[src/rtl/flash_loader_pkg.sv]
// flash_loader_pkg: shared loader states and framing constants
package flash_loader_pkg;
  typedef enum logic [2:0] {IDLE, CNT_LO, CNT_HI, DATA, CHK, FINISH} loader_state_t;
  localparam logic [7:0] SYNC_BYTE = 8'hA5;
  localparam int BYTES_PER_WORD = 4;
endpackage

[src/rtl/flash_loader_byte_packer.sv]
// byte_packer: packs a byte stream little-endian into 32-bit words with a one-cycle word strobe
module byte_packer (
  input  logic        clk,
  input  logic        rst,
  input  logic        clear,
  input  logic        byte_en,
  input  logic [7:0]  byte_in,
  output logic        word_valid,
  output logic [31:0] word
);
  logic [1:0]  lane_q, lane_d;
  logic [23:0] sr_q, sr_d;
  logic [31:0] word_q, word_d;
  logic        wv_q, wv_d;
  // shift bytes in from the top so the first byte ends up in bits [7:0]; word holds between strobes
  always_comb begin
    lane_d = clear ? 2'd0 : byte_en ? lane_q + 2'd1 : lane_q;
    sr_d   = byte_en ? {byte_in, sr_q[23:8]} : sr_q;
    wv_d   = byte_en && !clear && lane_q == 2'd3;
    word_d = wv_d ? {byte_in, sr_q} : word_q;
  end
  // lane counter, shift register and output word
  always_ff @(posedge clk) begin
    if (rst) begin
      lane_q <= '0;
      sr_q   <= '0;
      word_q <= '0;
      wv_q   <= 1'b0;
    end else begin
      lane_q <= lane_d;
      sr_q   <= sr_d;
      word_q <= word_d;
      wv_q   <= wv_d;
    end
  end
  assign word_valid = wv_q;
  assign word       = word_q;
endmodule

[src/rtl/flash_loader.sv]
// flash_loader: framed byte stream to core flash writes; FLASH_LOADER_CHECKSUM_EN adds a trailing XOR check byte
module flash_loader
  import flash_loader_pkg::*;
#(
  parameter int               WIDTH     = 32,
  parameter logic [WIDTH-1:0] BASE_ADDR = '0,
  parameter int               MAX_WORDS = 1024
) (
  input  logic             clk,
  input  logic             rst,
  input  logic             rx_valid,
  input  logic [7:0]       rx_data,
  output logic             rx_ready,
  output logic             flash_en,
  output logic [WIDTH-1:0] flash_addr,
  output logic [WIDTH-1:0] flash_data,
  output logic             core_rst,
  output logic             busy,
  output logic             done,
  output logic             err
);
`ifdef FLASH_LOADER_CHECKSUM_EN
  localparam loader_state_t LAST = CHK;
  logic [7:0] chk_q, chk_d;
`else
  localparam loader_state_t LAST = FINISH;
`endif
  loader_state_t    state_q, state_d;
  logic             rdy_q, core_rst_q, core_rst_d, err_q, err_d;
  logic [15:0]      n_q, n_d;
  logic [WIDTH-1:0] idx_q, idx_d, addr_q, addr_d;
  logic [1:0]       bc_q, bc_d;
  logic             take, clear, byte_en, word_valid;
  logic [31:0]      word;
  assign take = rx_valid && rdy_q;
  byte_packer u_packer (
    .clk       (clk),
    .rst       (rst),
    .clear     (clear),
    .byte_en   (byte_en),
    .byte_in   (rx_data),
    .word_valid(word_valid),
    .word      (word)
  );
  // frame parser: sync, 16-bit word count, data bytes, optional check byte, then release the core
  always_comb begin
    state_d    = state_q;
    n_d        = n_q;
    idx_d      = idx_q;
    bc_d       = bc_q;
    addr_d     = addr_q;
    err_d      = err_q;
    core_rst_d = core_rst_q;
    clear      = 1'b0;
    byte_en    = 1'b0;
`ifdef FLASH_LOADER_CHECKSUM_EN
    chk_d      = chk_q;
`endif
    unique case (state_q)
      IDLE: if (take && rx_data == SYNC_BYTE) begin
        state_d    = CNT_LO;
        core_rst_d = 1'b1;
        err_d      = 1'b0;
        clear      = 1'b1;
`ifdef FLASH_LOADER_CHECKSUM_EN
        chk_d      = '0;
`endif
      end
      CNT_LO: if (take) begin
        n_d     = {8'd0, rx_data};
        state_d = CNT_HI;
      end
      CNT_HI: if (take) begin
        n_d   = {rx_data, n_q[7:0]};
        idx_d = '0;
        bc_d  = '0;
        if (n_d == 16'd0) state_d = LAST;
        else if (32'(n_d) > 32'(MAX_WORDS)) begin
          err_d   = 1'b1;
          state_d = IDLE;
        end else state_d = DATA;
      end
      DATA: if (take) begin
        byte_en = 1'b1;
        bc_d    = bc_q + 2'd1;
`ifdef FLASH_LOADER_CHECKSUM_EN
        chk_d   = chk_q ^ rx_data;
`endif
        if (bc_q == 2'(BYTES_PER_WORD - 1)) begin
          addr_d = BASE_ADDR + (idx_q << 2);
          idx_d  = idx_q + 1'b1;
          if (idx_d == WIDTH'(n_q)) state_d = LAST;
        end
      end
`ifdef FLASH_LOADER_CHECKSUM_EN
      CHK: if (take) begin
        state_d = rx_data == chk_q ? FINISH : IDLE;
        err_d   = rx_data != chk_q;
      end
`endif
      FINISH: begin
        core_rst_d = 1'b0;
        state_d    = IDLE;
      end
      default: state_d = IDLE;
    endcase
  end
  // state and datapath registers; rx_ready rises on the first cycle out of reset
  always_ff @(posedge clk) begin
    if (rst) begin
      state_q    <= IDLE;
      rdy_q      <= 1'b0;
      core_rst_q <= 1'b1;
      err_q      <= 1'b0;
      n_q        <= '0;
      idx_q      <= '0;
      bc_q       <= '0;
      addr_q     <= '0;
`ifdef FLASH_LOADER_CHECKSUM_EN
      chk_q      <= '0;
`endif
    end else begin
      state_q    <= state_d;
      rdy_q      <= 1'b1;
      core_rst_q <= core_rst_d;
      err_q      <= err_d;
      n_q        <= n_d;
      idx_q      <= idx_d;
      bc_q       <= bc_d;
      addr_q     <= addr_d;
`ifdef FLASH_LOADER_CHECKSUM_EN
      chk_q      <= chk_d;
`endif
    end
  end
  assign rx_ready   = rdy_q;
  assign flash_en   = word_valid;
  assign flash_addr = addr_q;
  assign flash_data = WIDTH'(word);
  assign core_rst   = core_rst_q && state_q != FINISH;
  assign busy       = state_q != IDLE;
  assign done       = state_q == FINISH;
  assign err        = err_q;
endmodule

[config.mk]
export PLATFORM = sky130hd
export DESIGN_NAME = flash_loader
export DESIGN_NICKNAME = d
export VERILOG_FILES = /design/src/rtl/flash_loader_pkg.sv /design/src/rtl/flash_loader_byte_packer.sv /design/src/rtl/flash_loader.sv
export SDC_FILE = /design/constraint.sdc
export NUM_CORES = 1
export LEC_CHECK = 0
export CORE_MARGIN = 2
export CORE_UTILIZATION = 60
export CTS_CLUSTER_SIZE = 10
export DETAILED_ROUTE_END_ITERATION = 10
export DONT_BUFFER_PORTS = 1
export PLACE_DENSITY = 0.76
export SYNTH_ARGS = -nofsm -noshare
export SYNTH_HDL_FRONTEND = slang
export SYNTH_SLANG_ARGS = --single-unit
[constraint.sdc]
create_clock -name clk -period 3.65 [get_ports clk]
set_input_delay 0.1825 -clock clk [delete_from_list [all_inputs] [get_ports clk]]
set_output_delay 0.1825 -clock clk [all_outputs]
set_load 0.01 [all_outputs]
==> results of run 1 <==
-- area by class of cell --
type                       count  area [um2]
tap                          140         175
multi-input combinational    639        3340
clock inverter                13         176
clock buffer                  18         428
fill                         903        3510
sequential                   145        2900
inverter                       7        26.3
timing repair buffer          19         185
-- logic make-up (layout without fill, tap and decap cells) --
family | after synthesis | in the layout | share of synthesized area
other | 1 | 2 | 0.000574
muxes | 3 | 3 | 0.00460
adders and majority gates | 3 | 3 | 0.00574
and+or+nand+nor | 393 | 393 | 0.278
buffers and inverters | 71 | 57 | 0.0467
AOI/OAI and AO/OA | 201 | 201 | 0.171
DFF | 145 | 145 | 0.444
xor gates and xnor gates | 37 | 37 | 0.0496
-- worst max-delay path: stages (launching register included) --
cell and delay [ns]:
dfxtp_1 0.48, nor2b_1 0.25, nand2_1 0.20, nor2_2 0.19, buf_4 0.33, nand2_1 0.70
nand2_1 0.29, a21oi_1 0.10, dlygate4sd3_1 0.58
-- power by group --
group          leakage (nW)  internal (W)  switching (W)  total [W]
Sequential             1.17       0.00158    0.000000787    0.00158
Clock                 0.292       0.00107       0.000706    0.00178
Combinational         0.940     0.0000129      0.0000374  0.0000502
-- synth_stat cells (all sizes together), types with 2 or more instances --
library cell and instances:
ha 3, nor4 12, or3 14, a311oi 6
a31o 3, nor2b 3, nand4 10, o21a 2
nor2 53, a211oi 3, inv 7, and3 7
nand3 24, nand2b 5, o32ai 2, or2 2
nand2 225, or4 4, xnor2 20, nor3 14
clkbuf 48, mux2i 3, a22oi 10, a21oi 135
dfxtp 145, nand3b 9, o21ai 28, and2 6
buf 16, a31oi 8, xor2 17, and4 4
-- metal layers --
layer,global-route usage,up-vias
met4,0.128,0
met5,0,-
met2,0.494,213
met1,0.375,2756
li1,-,2874
met3,0.0675,39
-- registers in the layout, indices dropped and copies added, names as in the netlist, 2 cells and up --
| name | cells |
|---|---|
| u_packer.word | 32 |
| flash_addr | 30 |
| bc_q | 2 |
| state_q | 3 |
| u_packer.sr_q | 24 |
| idx_q | 32 |
| n_q | 16 |
| u_packer.lane_q | 2 |
-- through the flow --
step	setup slack, ns	util	hold WS, ns
after floorplan	1.24	-	0.318
after global placement	0.847	0.606	0.262
after detailed placement	0.658	0.606	0.263
after CTS	0.453	0.673	0.0383
after global routing	0.213	0.673	0.106
final	0.398	0.673	0.0676
-- cell usage in the layout (no fill, tap or decap), types with 4 or more instances in the layout --
cell,n
xor2_1,17
and2_1,6
a21oi_1,135
or4_1,4
nand3b_1,9
a31oi_1,8
nand3_1,23
o21ai_0,28
and3_1,7
inv_1,7
a311oi_1,6
nand2_1,225
a22oi_1,10
clkbuf_16,16
nand4_1,9
nand2b_1,5
nor3_1,13
dfxtp_1,145
or3_1,13
nor4_1,7
and4_1,4
nor2_1,50
xnor2_1,20
buf_4,9
dlygate4sd3_1,9
-- worst max path at each step --
stage                    start                 to  depth (start not counted)
global route        state_q[1]  u_packer.word[30]                          8
floorplan             idx_q[1]         state_q[2]                          9
global placement      idx_q[0]         state_q[2]                          9
detailed placement    idx_q[0]         state_q[2]                          9
CTS                 state_q[1]  u_packer.word[30]                          8
finish              state_q[1]  u_packer.word[30]                          8
==> metrics.md, run 1 <==
| Metric | Value |
|---|---|
| Mapped Cells | 854 |
| R2R depth | 8 |
| Dpl cell area | 6510 um2 |
| HP Start | rx_data[5] |
| Cts repair resizes | 0 |
| Largest net degree at the start of global routing | 143 |
| Synth unique cells | 49 |
| RSZ-0062 raised after global routing | false |
| Setup Viol. Count Final | 0 |
| DP Wirelength | 10.9 mm |
| Setup Fix Bufs, Post-CTS | 0 |
| Clock-pin slew on the worst setup and hold paths | 0.07 ns |
| First-pass GRT wire length | 27.6 mm |
| Slew HR | 0.265 |
| Worst-Skew Late Latency | 0.54 ns |
| Seq cells post-synth | 145 |
| Final period util | 0.891 |
| DR top layer | met4 |
| Met2 routed WL | 8.27 mm |
| Seq/Total Area, Yosys | 0.444 |
| Core area | 10700 um2 |
| Slew @ Worst Pin | 1.10 ns |
| CP Max Fanout | 33 |
| DRC | 0 |
| Port bufs | 0 |
| Clock Skew | 0.0142 ns |
| GP Congestion | 0.945 |
| Final hold vios | 0 |
| Drt wl/cell | 17.3 um |
| Hold Buf Count CTS | 10 |
| Final Non-Filler Cells | 981 |
| Setup crit end kind | register |
| Status | finished, final reports clean |
| Root Driver | clkbuf_8 |
| Setup TNS | 0 ns |
| Worst reg2reg endpoint | u_packer.word[30] |
| Design Power | 0.00341 W |
| Num CTS Buffers | 17 |
| R2r setup slk | 0.40 ns |
| Final WL | 16.9 mm |
| Number of enable flip-flop cells after synthesis | 0 |
| R2r startpoint | state_q[1] |
| Inserted Diodes | 0 |
| Power per cell area | 472 nW/um2 |
| Clock buffer depth | 2 |
| Max-cap viol count | 0 |
| Average size of a mapped cell | 7.65 um2 |
| GRT overflow | 0 |
| Total GRT Usage | 0.299 |
| Kind of critical path | reg2reg |
| Type of origin of the critical path | register |
| Worst min-delay path category | in2reg |
| Clock sinks | 145 |
| Top cell type by total area after synthesis | dfxtp_1 |
| VDD IR max | 0.305 mV |
| DR vias | 5882 |
| Final net count | 843 |
| Synth area leaders | dfxtp_1 (44%), nand2_1 (13%), a21oi_1 (10%) |
| H-tree levels | 4 |
| Hold Path End | state_q[2] |
| DR iter-0 viols | 491 |
| Crit path DAT | 3.68 ns |
| FP Rows | 38 |
| Hold depth | 3 |
| Synth async-reset ratio | 0 |
| Tmin final | 3.25 ns |
| Placed insts | 940 |
| Post-synth top area share | 0.444 |
| Share of cells above drive strength 1 | 0.0702 |
| Initial antenna violation count | 0 |
| Die Height | 108 um |
| Synth-to-Final Area Change | 10.7% |
| Die area | 11700 um2 |
| CTS tree | done |
| Max Slew Vio Count | 0 |
| YS warnings | 0 |
| WP data required | 4.08 ns |
| Pleak | 2.40 nW |
| Drt first pass iters | 5 |
| Wl on met1 | 7.11 mm |
| Top_reg_cell synth | dfxtp_1 |
| Post-route ant nets | 0 |
| Vias in the first global route | 5648 |
| Initial Util | 0.608 |
| Die width | 108 um |
| Cell area after synthesis | 6540 um2 |
| Final Instance Area | 7230 um2 |
| Boundary Pins | 81 |
| DR WL met3 | 1.15 mm |
| Max Freq | 0.307 GHz |
| Vias per std cell | 6.00 |
(Power assumes the default switching activity.)
==> run 2, diff against run 1 <==
--- a/config.mk
+++ b/config.mk
@@ -10,7 +10,7 @@
 export CTS_CLUSTER_SIZE = 10
 export DETAILED_ROUTE_END_ITERATION = 10
 export DONT_BUFFER_PORTS = 1
-export PLACE_DENSITY = 0.76
+export PLACE_DENSITY_LB_ADDON = 0.15
 export SYNTH_ARGS = -nofsm -noshare
 export SYNTH_HDL_FRONTEND = slang
 export SYNTH_SLANG_ARGS = --single-unit
==> run 2 against run 1 <==
Net effect:
- first-iteration DRC count fell by 11%
- final area decreased by 1.2%
- global-route usage decreased by 0.62 points
- worst setup slack better by 0.065 ns
- clock skew is 0.0069 ns lower
- via count grew 0.87%
- sequential cell count did not move
- largest cell class unchanged
- clock power shrank 14%
- non-clock buffer count is the same
- largest power group is now registers
- highest routed layer unchanged
- critical path type unchanged
- sequential share of layout area is 0.48 points higher
==> metrics.md, run 2 (synthesized netlist as in run 1, its figures left out) <==
| Metric | Value |
|---|---|
| Status | finished, final reports clean |
| First-pass GRT wire length | 26.8 mm (-3.0%) |
| GRT overflow | 0 (unchanged) |
| Final WL | 16.8 mm (-0.94%) |
| Cts repair resizes | 0 (unchanged) |
| Wl on met1 | 6.91 mm (-2.8%) |
| Clock sinks | 145 (unchanged) |
| Port bufs | 0 (unchanged) |
| Die width | 108 um (unchanged) |
| CP peak stage delay | 0.69 ns (about the same) |
| Worst-Skew Late Latency | 0.54 ns (about the same) |
| Post-route ant nets | 0 (unchanged) |
| Commonest non-fill, non-tap cell in the layout | nand2_1 |
| Initial antenna violation count | 0 (unchanged) |
| DRC | 0 (unchanged) |
| Vias per std cell | 6.05 (+0.87%) |
| DP Wirelength | 10.8 mm (-0.59%) |
| WP data required | 4.07 ns (about the same) |
| R2r startpoint | state_q[1] |
| Tmin final | 3.19 ns (-0.0647 ns) |
| Post-layout util | 0.665 (-0.00803) |
| Crit path buf inv count | 2 (unchanged) |
| Final net count | 843 (unchanged) |
| Num CTS Buffers | 17 (unchanged) |
| Max Slew Vio Count | 0 (unchanged) |
| H-tree levels | 4 (unchanged) |
| Synth-to-Final Area Change | 9.38% |
| Worst hold margin | 0.0690 ns (+0.00137 ns) |
| Most frequent CP cell | nand2_1 |
| CTS tree | done |
| Kind of critical path | reg2reg |
| DR WL met3 | 1.40 mm (+22%) |
| Root Driver | clkbuf_8 |
| Final period util | 0.873 (-0.0177) |
| Vias in the first global route | 5401 (-4.4%) |
| Final hold vios | 0 (unchanged) |
| Setup TNS | 0 ns (unchanged) |
| Met2 routed WL | 8.05 mm (-2.6%) |
| Drt first pass iters | 5 (unchanged) |
| Core area | 10700 um2 (unchanged) |
| Clock Skew | 0.00735 ns (-0.00686 ns) |
| Drt wl/cell | 17.1 um (-0.94%) |
| GP Congestion | 0.964 (+2.0%) |
| R2R depth | 8 (unchanged) |
| VDD IR max | 0.451 mV (+48%) |
| Setup Viol. Count Final | 0 (unchanged) |
| Max-cap viol count | 0 (unchanged) |
| Share of cells above drive strength 1 | 0.0678 (-0.00238) |
| Initial Util | 0.608 (unchanged) |
| Die area | 11700 um2 (unchanged) |
| Slowest CP cell | nand2_1 |
| Max Freq | 0.314 GHz (+2.0%) |
| Hold depth | 3 (unchanged) |
| Worst min-delay path category | in2reg |
| Setup Fix Bufs, Post-CTS | 0 (unchanged) |
| FP Rows | 38 (unchanged) |
| Boundary Pins | 81 (unchanged) |
| RSZ-0062 raised after global routing | false |
| Pleak | 2.35 nW (-2.1%) |
| Crit-path leading delay family | simple AND/OR/NAND/NOR gates |
| Setup crit end kind | register |
| Total GRT Usage | 0.293 (-0.00625) |
| DR iter-0 viols | 437 (-11%) |
| Crit-path cells | nor2b_1 -> nand2_1 -> nor2_2 -> buf_4 -> nand2_1 -> nand2_1 -> a21oi_1 -> dlygate4sd3_1 |
| Type of origin of the critical path | register |
| Slew @ Worst Pin | 1.07 ns (-0.0292 ns) |
| R2r setup slk | 0.46 ns (+0.06 ns) |
| Clock buffer depth | 2 (unchanged) |
| HP Start | rx_data[5] |
| CP Max Fanout | 33 (unchanged) |
| DR vias | 5933 (+0.87%) |
| Worst reg2reg endpoint | u_packer.word[30] |
| Clock-pin slew on the worst setup and hold paths | 0.06 ns (about the same) |
| Hold Path End | state_q[2] |
| Die Height | 108 um (unchanged) |
| Crit path DAT | 3.61 ns (-0.07 ns) |
| Slew HR | 0.284 (+0.0195) |
| Inserted Diodes | 0 (unchanged) |
| Power per cell area | 442 nW/um2 (-6.3%) |
| Largest net degree at the start of global routing | 143 (unchanged) |
| Most frequent cells in the layout | nand2_1 (225), dfxtp_1 (145), a21oi_1 (135) |
| DR top layer | met4 |
==> run 2: cell types whose count changed in the layout (fill, tap and decap cells not counted), sizes merged <==
cell / delta
bufinv: -3
clkbuf: +2
clkinvlp: +3
inv: -2
==> run 2: metrics by stage <==
step / instances / setup slack (ns) / total power, W / area [um2]
final: 981 / 0.463 / 0.00316 / 7150
after global routing: 981 / 0.188 / 0.00324 / 7150
after CTS: 981 / 0.587 / 0.00318 / 7150
after detailed placement: 940 / 0.677 / 0.00163 / 6510
after global placement: 940 / 0.819 / 0.00163 / 6510
after floorplan: 855 / 1.24 / 0.00165 / 6540
==> run 2: worst max-delay path by stage <==
| stage | cells past startpoint | startpoint | slack (ns) | endpoint |
|---|---|---|---|---|
| finish | 8 | state_q[1] | 0.46 | u_packer.word[30] |
| global route | 8 | state_q[1] | 0.19 | u_packer.word[30] |
| detailed placement | 9 | idx_q[0] | 0.68 | state_q[2] |
| CTS | 8 | state_q[1] | 0.59 | u_packer.word[30] |
| global placement | 9 | idx_q[0] | 0.82 | state_q[2] |
| floorplan | 9 | idx_q[1] | 1.24 | state_q[2] |
==> run 2: final cells by class <==
type | instances | area [um2]
Tap cell | 140 | 175
Timing Repair Buffer | 19 | 185
Clock buffer | 20 | 435
Multi-Input combinational cell | 639 | 3340
Fill cell | 937 | 3600
Sequential cell | 145 | 2900
Inverter | 7 | 26.3
Clock inverter | 11 | 82.6
==> run 2: report_power, final <==
part           switching (W)  internal, W
registers        0.000000792      0.00158
clock network       0.000673     0.000852
logic              0.0000383    0.0000129
total               0.000712      0.00245
==> run 2: per-layer routing <==
metal  vias up  track usage
met5         -            0
met4         0        0.125
met2       262        0.469
met3        39       0.0832
li1       2866            -
met1      2766        0.370
==> run 2: timing repair <==
| action | in CTS | in global routing |
|---|---|---|
| hold buffers | 10 | 0 |
| endpoints found under the hold margin | 145 | 0 |
| setup endpoints to repair | 0 | 0 |
==> run 2: tightest hold or removal path, cell delays in order <==
cell	delay [ns]
or4_1	0.12
or4_1	0.17
o32ai_2	0.09
==> run 3, diff against run 2 <==
--- a/config.mk
+++ b/config.mk
@@ -5,6 +5,7 @@
 export SDC_FILE = /design/constraint.sdc
 export NUM_CORES = 1
 export LEC_CHECK = 0
+export ABC_AREA = 1
 export CORE_MARGIN = 2
 export CORE_UTILIZATION = 60
 export CTS_CLUSTER_SIZE = 10
==> run 3 against run 2 <==
Net effect:
- final area increased by 2.9%
- sequential share of layout area is 1.2 points lower
- clock skew grew 0.00076 ns
- non-clock buffer count is 5 lower
- clock power is 9% higher
- area after synthesis up 1.8%
- sequential power increased by 4%
- critical path depth increased by 1
- worst hold slack got worse by 0.010 ns
- maximum frequency rose by 14%
- critical path type unchanged
- highest routed layer unchanged
==> metrics.md, run 3 <==
| Metric | Value |
|---|---|
| Die area | 11900 um2 (+1.7%) |
| Most frequent cells in the layout | nand2_1 (275), dfxtp_1 (145), nor2_1 (104) |
| Drt wl/cell | 15.5 um (-9.2%) |
| Initial Util | 0.614 (+0.00540) |
| Type of origin of the critical path | register |
| Final net count | 972 (+15%) |
| CP peak stage delay | 0.55 ns (-0.14 ns) |
| Final Instance Area | 7360 um2 (+2.9%) |
| Crit. Startpoint | state_q[0] |
| Power per cell area | 490 nW/um2 (+11%) |
| Final period util | 0.764 (-0.109) |
| Tmin final | 2.79 ns (-0.398 ns) |
| Boundary Pins | 81 (unchanged) |
| Top_reg_cell synth | dfxtp_1 |
| Worst-Skew Late Latency | 0.55 ns (about the same) |
| Drt first pass iters | 5 (unchanged) |
| Clock Skew | 0.00811 ns (+0.000760 ns) |
| Setup Viol. Count Final | 0 (unchanged) |
| Crit path DAT | 3.28 ns (-0.33 ns) |
| FP Rows | 38 (unchanged) |
| Number of enable flip-flop cells after synthesis | 0 (unchanged) |
| DR iter-0 viols | 424 (-3.0%) |
| Crit-path cells | inv_1 -> nor3_4 -> inv_2 -> nor2_4 -> nand2_2 -> inv_1 -> nand2_1 -> a21oi_1 -> dlygate4sd3_1 |
| DRC | 0 (unchanged) |
| Clock buffer depth | 2 (unchanged) |
| Max Freq | 0.359 GHz (+14%) |
| Setup TNS | 0 ns (unchanged) |
| Crit-path leading delay family | buffers and inverters |
| WP depth | 9 (+1) |
| Clock-pin slew on the worst setup and hold paths | 0.06 ns (about the same) |
| Reg power frac | 0.458 (-0.043) |
| Sw frac | 0.264 (+0.0385) |
| Vias per std cell | 5.71 (-5.7%) |
| Total GRT Usage | 0.300 (+0.00728) |
| Setup crit end kind | register |
| Die width | 109 um (+0.85%) |
| Design Power | 0.00360 W (+14%) |
| Kind of critical path | reg2reg |
| GRT overflow | 0 (unchanged) |
| Port bufs | 0 (unchanged) |
| Inserted Diodes | 0 (unchanged) |
| Max Slew Vio Count | 0 (unchanged) |
| DR top layer | met4 |
| Cell area after synthesis | 6650 um2 (+1.8%) |
| Commonest non-fill, non-tap cell in the layout | nand2_1 |
| Synth area leaders | dfxtp_1 (44%), nand2_1 (16%), a21oi_1 (7.0%) |
| Dpl cell area | 6660 um2 (+2.2%) |
| Clock sinks | 145 (unchanged) |
| Clk network pwr share | 0.463 (-0.020) |
| Cts repair resizes | 0 (unchanged) |
| Top cell type by total area after synthesis | dfxtp_1 |
| Seq/Total Area, Yosys | 0.436 (-0.00777) |
| Synth cell count leaders | nand2_1 (275), dfxtp_1 (145), nor2_1 (104) |
| R2r startpoint | state_q[0] |
| Mapped Cells | 964 (+13%) |
| Max-cap viol count | 0 (unchanged) |
| Logic pwr share | 0.079 (+0.063) |
| WP data required | 4.15 ns (+0.08 ns) |
| Slew @ Worst Pin | 0.994 ns (-0.0770 ns) |
| Average size of a mapped cell | 6.90 um2 (-9.8%) |
| Met2 routed WL | 7.92 mm (-1.7%) |
| Slowest CP cell | dlygate4sd3_1 |
| Post-route worst setup slack | 0.861 ns (+0.398 ns) |
| Crit path buf inv count | 4 (+2) |
| Root Driver | clkbuf_8 |
| Vias in the first global route | 5831 (+8.0%) |
| Post-route ant nets | 0 (unchanged) |
| H-tree levels | 4 (unchanged) |
| Core area | 10800 um2 (+0.89%) |
| Wl on met1 | 7.36 mm (+6.5%) |
| Placed insts | 1068 (+14%) |
| Most frequent cell after synthesis | nand2_1 |
| DP Wirelength | 11.7 mm (+7.9%) |
| Worst reg2reg endpoint | u_packer.word[4] |
| Num CTS Buffers | 17 (unchanged) |
| GP Congestion | 0.966 (+0.16%) |
| Synth async-reset ratio | 0 (unchanged) |
| DR WL met3 | 1.41 mm (+0.50%) |
| Crit path to | u_packer.word[4] |
| CP Max Fanout | 34 (+3.0%) |
| Largest net degree at the start of global routing | 87 (-39%) |
| First-pass GRT wire length | 27.9 mm (+4.1%) |
| Net Sw Power | 0.000950 W (+33%) |
| Die Height | 109 um (+0.85%) |
| Seq cells post-synth | 145 (unchanged) |
| YS warnings | 0 (unchanged) |
| Status | finished, final reports clean |
| Post-placement setup slack | 1.01 ns (+0.332 ns) |
| Worst min-delay path category | in2reg |
| R2r setup slk | 0.86 ns (+0.40 ns) |
| VDD IR max | 0.430 mV (-4.5%) |
| Most frequent CP cell | inv_1 |
| Final Non-Filler Cells | 1111 (+13%) |
| Initial antenna violation count | 0 (unchanged) |
| R2R depth | 9 (+1) |
| Post-synth top area share | 0.436 (-0.00777) |
| Synth-to-Final Area Change | 10.6% |
| RSZ-0062 raised after global routing | false |
| Final WL | 17.2 mm (+2.8%) |
| Slew HR | 0.336 (+0.0521) |
| Final hold vios | 0 (unchanged) |
| DR vias | 6339 (+6.8%) |
| CTS tree | done |
| Pint | 0.00265 W (+8.3%) |
| Pleak | 2.93 nW (+25%) |
| Synth unique cells | 37 (-24%) |
| Share of cells above drive strength 1 | 0.0772 (+0.00946) |
[run 3: changes by cell type after synthesis, moves of 10 or more]
cell and change:
nand2_2 +10, o21ai_0 +40, xor2_1 -16, nand2_1 +50
inv_1 +63, nor2_1 +52, nand3_1 +57, a21oi_1 -42
or3_1 -13, clkbuf_1 -24, a22oi_1 -10, xnor2_1 -18
[run 3: kinds of logic after synthesis]
logic type	synth area share
and+or+nand+nor	0.337
xor gates and xnor gates	0.00734
other	0.000564
DFF	0.436
buffers and inverters	0.0741
AOI/OAI and AO/OA	0.139
adders and majority gates	0.00564
[run 3: final cells by class]
type                            instances  area, um2
Timing Repair Buffer                   14        150
Fill cell                             931       3480
Multi-Input combinational cell        701       3260
Inverter                               79        297
Sequential cell                       145       2900
Clock buffer                           18        428
Tap cell                              140        175
Clock inverter                         14        145
[run 3: layer usage]
layer,vias up,global-route usage
li1,3122,-
met1,2892,0.381
met2,279,0.464
met3,46,0.0919
met4,0,0.149
met5,-,0
[run 3: timing repair]
item | CTS | global route
hold endpoints to repair | 92 | 0
hold buffers | 11 | 0
setup endpoints to repair | 0 | 0
setup buffers | 0 | 0
[run 3: worst min-delay path by stage]
stage,start,endpoint,slack (ns),cells after the start
global placement,rst,idx_q[22],0.26,1
CTS,rx_data[0],state_q[1],0.05,6
finish,rx_data[0],state_q[1],0.06,6
floorplan,rx_data[4],u_packer.sr_q[20],0.33,2
global route,rx_valid,u_packer.lane_q[1],0.08,4
detailed placement,rst,u_packer.word[1],0.26,1
[run 3: power groups by stage]
stage                     logic [W]  registers [W]  clock network [W]
after floorplan            0.000221        0.00167                  0
after global placement     0.000246        0.00168                  0
after detailed placement   0.000252        0.00168                  0
after CTS                  0.000281        0.00165            0.00169
after global routing       0.000322        0.00165            0.00176
final                      0.000284        0.00165            0.00167
[run 3: per-stage QoR]
| stage | util | hold slack (ns) |
|---|---|---|
| 2_1_floorplan | - | 0.326 |
| 3_3_place_gp | 0.614 | 0.258 |
| 3_5_place_dp | 0.614 | 0.257 |
| 4_1_cts | 0.679 | 0.0456 |
| 5_1_grt | 0.679 | 0.0824 |
| 6_report | 0.679 | 0.0589 |
[run 3: tightest hold or removal path, stage by stage]
cell and delay (ns):
nand4_1 0.09, nand3_1 0.08, o21ai_0 0.08, nor2_1 0.04
nand2_1 0.06, inv_1 0.04
